<file path="src/rtl/clock_pkg.sv">
// Shared clock constants, BCD digit limits and the 24->12 hour conversion
// used by both the time-of-day counter and the date display path.
package clock_pkg;

  localparam int SEC1_MAX_DEFAULT = 50_000_000;

  localparam int DIGIT_MAX  = 9;
  localparam int SEC_H_MAX  = 5;
  localparam int MIN_H_MAX  = 5;
  localparam int HOUR_MAX_H = 2;
  localparam int HOUR_MAX_L = 3;

  typedef struct packed {
    logic       pm;
    logic       hour_h;
    logic [3:0] hour_l;
  } h12_t;

  // Expects a valid 00..23 BCD hour; midnight and noon both display as 12.
  function automatic h12_t to_h12(input logic [1:0] hh, input logic [3:0] hl);
    logic [4:0] hr;
    logic [4:0] h12;
    h12_t       r;
    hr   = 5'(hh) * 5'd10 + 5'(hl);
    r.pm = (hr >= 5'd12);
    h12  = r.pm ? hr - 5'd12 : hr;
    if (h12 == 5'd0) h12 = 5'd12;
    r.hour_h = (h12 >= 5'd10);
    r.hour_l = r.hour_h ? 4'(h12 - 5'd10) : h12[3:0];
    return r;
  endfunction

endpackage

</file>
<file path="src/rtl/bcd_digit_cnt.sv">
// One modulo-(MAX+1) BCD digit: increments on inc_i, synchronous load wins,
// carry_o flags the increment that wraps the digit back to zero.
module bcd_digit_cnt #(
  parameter int W   = 4,
  parameter int MAX = 9
) (
  input  logic         clk_i,
  input  logic         rst_i,
  input  logic         inc_i,
  input  logic         load_i,
  input  logic [W-1:0] ld_val_i,
  output logic [W-1:0] val_o,
  output logic         carry_o
);

  localparam logic [W-1:0] MAX_V = W'(MAX);

  logic [W-1:0] val_q;
  logic [W-1:0] val_d;

  always_comb begin
    val_d = val_q;
    if (load_i) begin
      val_d = ld_val_i;
    end else if (inc_i) begin
      val_d = (val_q == MAX_V) ? '0 : val_q + W'(1);
    end
  end

  always_ff @(posedge clk_i or posedge rst_i) begin
    if (rst_i) val_q <= '0;
    else       val_q <= val_d;
  end

  assign val_o   = val_q;
  assign carry_o = inc_i && (val_q == MAX_V);

endmodule

</file>
<file path="src/rtl/cnt_hms.sv">
// BCD time-of-day counter 00:00:00..23:59:59 with one-second prescaler,
// validated parallel load and midnight day carry. Optional CNT_HMS_H12_EN adds a 12-hour view.
import clock_pkg::*;

module cnt_hms #(
  parameter int SEC1_MAX = SEC1_MAX_DEFAULT
) (
  input  logic       clk_i,
  input  logic       rst_i,
  input  logic       load_i,
  input  logic [1:0] ld_hour_h_i,
  input  logic [3:0] ld_hour_l_i,
  input  logic [2:0] ld_min_h_i,
  input  logic [3:0] ld_min_l_i,
  input  logic [2:0] ld_sec_h_i,
  input  logic [3:0] ld_sec_l_i,
  output logic [1:0] hour_h_o,
  output logic [3:0] hour_l_o,
  output logic [2:0] min_h_o,
  output logic [3:0] min_l_o,
  output logic [2:0] sec_h_o,
  output logic [3:0] sec_l_o,
  output logic       enable_o,
  output logic       day_carry_o,
`ifdef CNT_HMS_H12_EN
  output logic       disp_hour_h_o,
  output logic [3:0] disp_hour_l_o,
  output logic       pm_o,
`endif
  output logic       load_err_o
);

  localparam int            PW       = (SEC1_MAX > 1) ? $clog2(SEC1_MAX) : 1;
  localparam logic [PW-1:0] PRE_TERM = PW'(SEC1_MAX - 1);

  logic [PW-1:0] presc_q;
  logic [PW-1:0] presc_d;
  logic          load_err_q;

  logic ld_hour_ok;
  logic ld_valid;
  logic load_ok;

  logic sec_l_carry, sec_h_carry, min_l_carry, min_h_carry;
  logic hour_l_carry, hour_h_carry;
  logic hour_wrap;
  logic hour_load;

  assign ld_hour_ok = (ld_hour_h_i < 2'(HOUR_MAX_H)) ? (ld_hour_l_i <= 4'(DIGIT_MAX))
                    : (ld_hour_h_i == 2'(HOUR_MAX_H)) && (ld_hour_l_i <= 4'(HOUR_MAX_L));

  assign ld_valid = ld_hour_ok
                 && (ld_min_h_i <= 3'(MIN_H_MAX)) && (ld_min_l_i <= 4'(DIGIT_MAX))
                 && (ld_sec_h_i <= 3'(SEC_H_MAX)) && (ld_sec_l_i <= 4'(DIGIT_MAX));

  assign load_ok  = load_i && ld_valid;

  // Any LOAD, even a rejected one, masks the strobe for that cycle.
  assign enable_o = (presc_q == PRE_TERM) && !load_i;

  always_comb begin
    presc_d = presc_q + PW'(1);
    if (load_ok || presc_q == PRE_TERM) presc_d = '0;
  end

  always_ff @(posedge clk_i or posedge rst_i) begin
    if (rst_i) begin
      presc_q    <= '0;
      load_err_q <= 1'b0;
    end else begin
      presc_q    <= presc_d;
      load_err_q <= load_i && !ld_valid;
    end
  end

  assign load_err_o = load_err_q;

  bcd_digit_cnt #(.W(4), .MAX(DIGIT_MAX)) u_sec_l (
    .clk_i, .rst_i, .inc_i(enable_o), .load_i(load_ok), .ld_val_i(ld_sec_l_i),
    .val_o(sec_l_o), .carry_o(sec_l_carry)
  );

  bcd_digit_cnt #(.W(3), .MAX(SEC_H_MAX)) u_sec_h (
    .clk_i, .rst_i, .inc_i(sec_l_carry), .load_i(load_ok), .ld_val_i(ld_sec_h_i),
    .val_o(sec_h_o), .carry_o(sec_h_carry)
  );

  bcd_digit_cnt #(.W(4), .MAX(DIGIT_MAX)) u_min_l (
    .clk_i, .rst_i, .inc_i(sec_h_carry), .load_i(load_ok), .ld_val_i(ld_min_l_i),
    .val_o(min_l_o), .carry_o(min_l_carry)
  );

  bcd_digit_cnt #(.W(3), .MAX(MIN_H_MAX)) u_min_h (
    .clk_i, .rst_i, .inc_i(min_l_carry), .load_i(load_ok), .ld_val_i(ld_min_h_i),
    .val_o(min_h_o), .carry_o(min_h_carry)
  );

  // 23 -> 00 is forced through the load path; a tens carry (unreachable from valid states) also clears.
  assign hour_wrap = (min_h_carry && hour_h_o == 2'(HOUR_MAX_H) && hour_l_o == 4'(HOUR_MAX_L))
                  || hour_h_carry;
  assign hour_load = load_ok || hour_wrap;

  bcd_digit_cnt #(.W(4), .MAX(DIGIT_MAX)) u_hour_l (
    .clk_i, .rst_i, .inc_i(min_h_carry), .load_i(hour_load),
    .ld_val_i(hour_wrap ? 4'd0 : ld_hour_l_i),
    .val_o(hour_l_o), .carry_o(hour_l_carry)
  );

  bcd_digit_cnt #(.W(2), .MAX(HOUR_MAX_H)) u_hour_h (
    .clk_i, .rst_i, .inc_i(hour_l_carry), .load_i(hour_load),
    .ld_val_i(hour_wrap ? 2'd0 : ld_hour_h_i),
    .val_o(hour_h_o), .carry_o(hour_h_carry)
  );

  assign day_carry_o = enable_o
                    && hour_h_o == 2'(HOUR_MAX_H) && hour_l_o == 4'(HOUR_MAX_L)
                    && min_h_o == 3'(MIN_H_MAX) && min_l_o == 4'(DIGIT_MAX)
                    && sec_h_o == 3'(SEC_H_MAX) && sec_l_o == 4'(DIGIT_MAX);

`ifdef CNT_HMS_H12_EN
  h12_t h12;
  assign h12           = to_h12(hour_h_o, hour_l_o);
  assign disp_hour_h_o = h12.hour_h;
  assign disp_hour_l_o = h12.hour_l;
  assign pm_o          = h12.pm;
`endif

endmodule

</file>
<file path="config.mk">
export PLATFORM = sky130hd
export DESIGN_NAME = cnt_hms
export DESIGN_NICKNAME = d
export VERILOG_FILES = /design/src/rtl/clock_pkg.sv /design/src/rtl/bcd_digit_cnt.sv /design/src/rtl/cnt_hms.sv
export SDC_FILE = /design/constraint.sdc
export NUM_CORES = 1
export LEC_CHECK = 0
export CORE_MARGIN = 4
export CORE_UTILIZATION = 50
export DETAILED_ROUTE_END_ITERATION = 8
export PLACE_DENSITY = 0.78
export SYNTH_ARGS = -nofsm -noshare
export SYNTH_HDL_FRONTEND = slang
export SYNTH_HIERARCHICAL = 1
export SYNTH_SLANG_ARGS = --single-unit
</file>
<file path="constraint.sdc">
create_clock -name clk_i -period 5.81 [get_ports clk_i]
set_input_delay 1.162 -clock clk_i [delete_from_list [all_inputs] [get_ports clk_i]]
set_output_delay 1.162 -clock clk_i [all_outputs]
set_load 0.1 [all_outputs]
</file>
* After elaboration in Yosys (flattened, before gate mapping) *
Index checks and enable logic that the tools add are counted.

word-level totals
  logic and storage cells = 86
  bits in registers = 47

operators by class
  $lt $le $gt $ge = 7
  muxes and demuxes = 22
  eq/ne operators = 9
  $add $sub $neg = 7
  reductions and logical operators = 33

operator list
  kind                     number
  $mux W4                  10
  $add A26 B1 Y26 const B  1
  $eq A26 B26 Y1 const B   1
  $mux W26                 1
  $logic_and A1 B1 Y1      22
  $mux W3                  6
  $add A4 B1 Y4 const B    3
  $eq A4 B4 Y1 const B     3
  $le A4 B4 Y1 const B     3
  $reduce_bool A2 Y1       6
  $mux W2                  4
  $add A3 B1 Y3 const B    2
  $eq A3 B3 Y1 const B     2
  $le A3 B3 Y1 const B     2
  $eq A2 B2 Y1 const B     2
  $eq A4 B2 Y1 const B     1
  $le A4 B2 Y1 const B     1
  $logic_or A1 B1 Y1       3
  $add A2 B1 Y2 const B    1
  $logic_not A1 Y1         2
  $lt A2 B2 Y1 const B     1
  $mux W1                  1

* Depth between registers and ports, before layout *
  word-level depth = 11
  gate-level depth with buffers = 20
  gate-level depth less buffers = 19

* Modules after synthesis *
Netlist, hierarchy kept.

by module, submodules not included
  module                         area each (um^2)  cells each  seq. area each (um^2)  times used
  cnt_hms                        1646.6            163         675.6                  1
  bcd_digit_cnt at u_hour_l ...  224.0             25          100.1                  3
  bcd_digit_cnt at u_min_h ...   175.2             16          75.1                   2
  bcd_digit_cnt at u_hour_h      118.9             14          50.0                   1

* Worst setup path after synthesis *
Ideal clock, no wire load.

  kind = input-to-reg
  from = input load_i
  to = register u_hour_l.val_q[3] (netlist: u_hour_l/val_o[3])
  buffers on the path = 0
  setup time = 0.131 ns
  setup slack = -1.836 ns
  stages on the path = 16
  data arrival time = 7.516 ns
  cell sequence = nor4_1 nand2_2 nor3b_1 and4b_2 nand2_2 nor3b_1 and4b_2 nand2_2 nor3b_1 nand2_1 nor2_1 a21oi_1 nand2b_1 inv_1 nor2_1 a31oi_1

on the way
  word-level cells in the longest chain between the ends = 11
  elaborated cells between the ends (all ways) = 16
  those cells by class = 2 x mux; 14 x reduce/logical

ends and longest elaborated chain
  item                                                  RTL line             RTL
  from (decl)                                           cnt_hms.sv:10        input logic load_i,
  $logic_not A1 Y1 *                                    cnt_hms.sv:59        assign enable_o = (presc_q == PRE_TERM) && !load_i;
  $logic_and A1 B1 Y1 *                                 cnt_hms.sv:59
  $logic_and A1 B1 Y1 *                                 bcd_digit_cnt.sv:36  assign carry_o = inc_i && (val_q == MAX_V);
  via sec_l_carry                                       cnt_hms.sv:44        logic sec_l_carry, sec_h_carry, min_l_carry, min_h_carry;
  $logic_and A1 B1 Y1 *                                 bcd_digit_cnt.sv:36
  via sec_h_carry                                       cnt_hms.sv:44
  $logic_and A1 B1 Y1 *                                 bcd_digit_cnt.sv:36
  via min_l_carry                                       cnt_hms.sv:44
  (+1 left out)                                         --
  via min_h_carry                                       cnt_hms.sv:44
  $logic_and A1 B1 Y1 *                                 bcd_digit_cnt.sv:36
  via hour_l_carry                                      cnt_hms.sv:45        logic hour_l_carry, hour_h_carry;
  $logic_and A1 B1 Y1 *                                 bcd_digit_cnt.sv:36
  via hour_h_carry                                      cnt_hms.sv:45
  $logic_or A1 B1 Y1 *                                  cnt_hms.sv:100       || hour_h_carry;
  $logic_or A1 B1 Y1 *                                  cnt_hms.sv:101       assign hour_load = load_ok || hour_wrap;
  via hour_load                                         cnt_hms.sv:47        logic hour_load;
  $mux W4 / $reduce_bool A2 Y1 (equally long branches)  --
  to (signal assigned)                                  bcd_digit_cnt.sv:32  else val_q <= val_d;
  to (decl)                                             bcd_digit_cnt.sv:18  logic [W-1:0] val_q;

The timed path passes the listed nets; every way through them passes the cells marked *.
A chain may end at the register's enable or synchronous reset.

* Worst setup path in the final report *
Ends and elaborated chain as after synthesis.

==> impl_metrics.env <==
export IMPL_via_per_inst=5.870
export IMPL_peakVddDrop_uv=238.5
export IMPL_synth_fp_nets=308
export IMPL_cp_max_fo=9
export IMPL_synth_ff_type="dfrtp_1"
export IMPL_grt_setup_unrepaired="false"
export IMPL_yosysTopAreaCell="dfrtp_1"
export IMPL_power_density_nw_per_um2=376.5
export IMPL_syn_instance_count=284
export IMPL_grt_pass1_wl_um=10270
export IMPL_critPathKind="in2reg"
export IMPL_hold_violations=0
export IMPL_end_kind="flop"
export IMPL_ys_seq_elements=47
export IMPL_synth_area_um2=2788
export IMPL_max_cap_violations=0
export IMPL_critPathTopFamily="simple AND/OR/NAND/NOR gates"
export IMPL_fin_crit_ns=5.065
export IMPL_nets=354
export IMPL_setup_ws_ns=0.7447
export IMPL_postCtsHoldBufs=0
export IMPL_start_kind="input port"
export IMPL_power_leakage_nw=1.293
export IMPL_start_util=0.5290
export IMPL_rows=26
export IMPL_num_antenna_cells=0
export IMPL_hold_path_class="reg2reg"
export IMPL_pre_cts_ws_ns=0.2965
export IMPL_dr_total_vias=2354
export IMPL_fin_setup_tns_ns=0
export IMPL_routed_wl_um=6390
export IMPL_grt_max_degree=32
export IMPL_insertion_delay_ns=0.30
export IMPL_skew_ns=0.009726
export IMPL_drt_wirelength_per_cell_um=15.94
export IMPL_fin_crit_sh=0.8718
export IMPL_coreArea_um2=5270
export IMPL_antenna_found_initial=0
export IMPL_cp_slowest_cell="nor3b_1"
export IMPL_first_pass_iters=4
export IMPL_synth_warnings=6
export IMPL_drtAntennaViolNets=0
export IMPL_slowest_delay_ns=0.54
export IMPL_gp_congestion=0.8568
export IMPL_worstPathArrival_ns=5.25
export IMPL_cp_common_cell="nand2_2"
export IMPL_die_w_um=82.67
export IMPL_setup_viol=0
export IMPL_drive_gt1_frac=0.09063
export IMPL_worst_slew_pin_slew_ns=1.041
export IMPL_clockBufferDepth=2
export IMPL_critPathRequiredTime_ns=5.99
export IMPL_cts_made_buffers=5
export IMPL_ys_seq_area_frac=0.4219
export IMPL_ctsRootBufferMaster="clkbuf_8"
export IMPL_grt_pass1_vias=2131
export IMPL_clock_sinks=47
export IMPL_htreeDepth=2
export IMPL_yosys_area_top_type_share=0.4219
export IMPL_synth_edf_count=0
export IMPL_synth_area_leaders="dfrtp_1 (42%), xor2_1 (4.4%), nor3_1 (3.2%)"
export IMPL_tritoncts="done"
export IMPL_port_buffers=45
export IMPL_outcome="completed"
export IMPL_drcViolationCount=0
export IMPL_cts_clk_slew_worst_paths_ns=0.09
export IMPL_worstPathBufferInverterCount=2
export IMPL_dieArea_um2=6834
export IMPL_synth_cell_types=55
export IMPL_pin_count=46
export IMPL_cp_cell_sequence="clkdlybuf4s50_1 > nor4_4 > nand2_2 > nor3b_2 > and4b_2 > nand2_2 > nor3b_1 > and4b_2 > nand2_2 > nor3b_1 > nand2_1 > nor2_1 > a21oi_1 > nand2b_1 > inv_1 > nor2_1 > a31oi_1"
export IMPL_grt_overflow_total=0
export IMPL_grt_util_all_layers=0.1961
export IMPL_max_slew_margin=0.3049
export IMPL_synth_async_sr_flop_share=1.000
export IMPL_slew_viol_final=0
export IMPL_die_h_um=82.67
export IMPL_clock_fmax_mhz=197.4
export IMPL_dr_first_iter_drc_count=170
export IMPL_syn_to_final_growth_pct=21.86
export IMPL_postSynthAreaPerCell_um2=9.816
export IMPL_hpwl_um=4544
[what timing repair did]
| action | 4_1_cts | 5_1_grt |
|---|---|---|
| endpoints found under the setup margin | 0 | 1 |
| buffers inserted | 0 | 0 |
| gates resized for setup | 0 | 1 |
[sequential cells by signal, indices dropped and copies added (netlist names)]
signal,count
u_hour_h/val_o,2
u_hour_l/val_o,4
u_min_h/val_o,3
u_min_l/val_o,4
u_sec_h/val_o,3
u_sec_l/val_o,4
load_err_o,1
presc_q,26
[cells by family (layout without fill, tap and decap cells)]
group           count (synthesis)  after routing  share of synthesized area
flops                          47             47                     0.4219
fa+ha+maj                       1              1                   0.004488
compound gates                 58             58                     0.1436
xor+xnor                       23             23                    0.07226
buf+inv                        20             67                    0.03994
simple gates                  135            135                     0.3178
[stage by stage]
| step | power [mW] | cell area [um^2] | hold slack [ns] | utilization | instances |
|---|---|---|---|---|---|
| 6_report | 1.279 | 3397 | 0.5272 | 0.6446 | 401 |
| 5_1_grt | 1.348 | 3397 | 0.5573 | 0.6446 | 401 |
| 4_1_cts | 1.283 | 3392 | 0.5219 | 0.6436 | 401 |
| 3_5_place_dp | 1.076 | 3293 | 0.5119 | 0.6249 | 393 |
| 3_3_place_gp | 1.070 | 3293 | 0.5067 | 0.6249 | 393 |
| 2_1_floorplan | 0.9301 | 2803 | 0.4797 | - | 284 |
[synth_stat cells, types with 2 or more instances]
master / count
dfrtp_1: 47
nor3_1: 18
nand2_1: 16
o21ai_0: 15
xor2_1: 14
inv_1: 12
nand3_1: 12
nand4_1: 11
nor2b_1: 9
xnor2_1: 9
and2_1: 7
nand2b_1: 7
o31ai_1: 7
a211oi_1: 6
and4b_1: 6
a31oi_1: 5
nor2_1: 5
or4_1: 5
a21boi_0: 4
a21oi_1: 4
buf_6: 4
nor3b_1: 4
o31a_1: 4
or3_1: 4
a211oi_2: 3
a2bb2oi_1: 3
and4_1: 3
nand2_2: 3
nor4_1: 3
o21ai_1: 3
and4b_2: 2
and4bb_1: 2
nand3b_1: 2
nand4b_1: 2
o22a_1: 2
or4_4: 2
[final timing paths]
check | start | slack (ns) | endpoint | cells after the start
max reg2reg | presc_q[0]$_DFF_PP0_ | 0.84 | u_hour_l/val_o[3]$_DFFE_PP0P_ | 19
max | load_i | 0.74 | u_hour_l/val_o[3]$_DFFE_PP0P_ | 17
min in group asynchronous | rst_i | 1.28 | u_hour_h/val_o[0]$_DFFE_PP0P_ | 2
min reg2reg | presc_q[0]$_DFF_PP0_ | 0.53 | presc_q[0]$_DFF_PP0_ | 1
min | presc_q[0]$_DFF_PP0_ | 0.53 | presc_q[0]$_DFF_PP0_ | 1
max in group asynchronous | rst_i | 3.47 | load_err_o$_DFF_PP0_ | 2
[routing by layer]
metal	vias up	part of all wire	global-route usage
met4	0	0.021	0.08497
met5	-	0	0
li1	1154	-	-
met3	9	0.051	0.03254
met1	1139	0.49	0.2840
met2	52	0.44	0.2877
[where the power goes]
group | internal, mW | switching (mW) | leakage (nW)
registers | 0.407 | 0.120 | 0.586
clock network | 0.0972 | 0.108 | 0.0474
logic | 0.169 | 0.377 | 0.659
total | 0.674 | 0.605 | 1.29
[layout make-up]
type / count / area (um^2)
clock inverter: 2 / 16.27
timing repair buffer: 47 / 462.9
clock buffer: 6 / 82.58
sequential: 47 / 1176
multi-input combinational: 217 / 1526
inverter: 12 / 45.04
tap: 70 / 87.58
fill: 469 / 1873
[cells in the final DEF, fill, tap and decap left out, types with 11 or more instances in the layout]
master	count
nor3_1	18
inv_1	12
clkdlybuf4s50_1	44
nand2_1	16
nand4_1	11
o21ai_0	15
nand3_1	12
dfrtp_1	47
xor2_1	14
No activity file was read; power rests on OpenSTA's default activity.
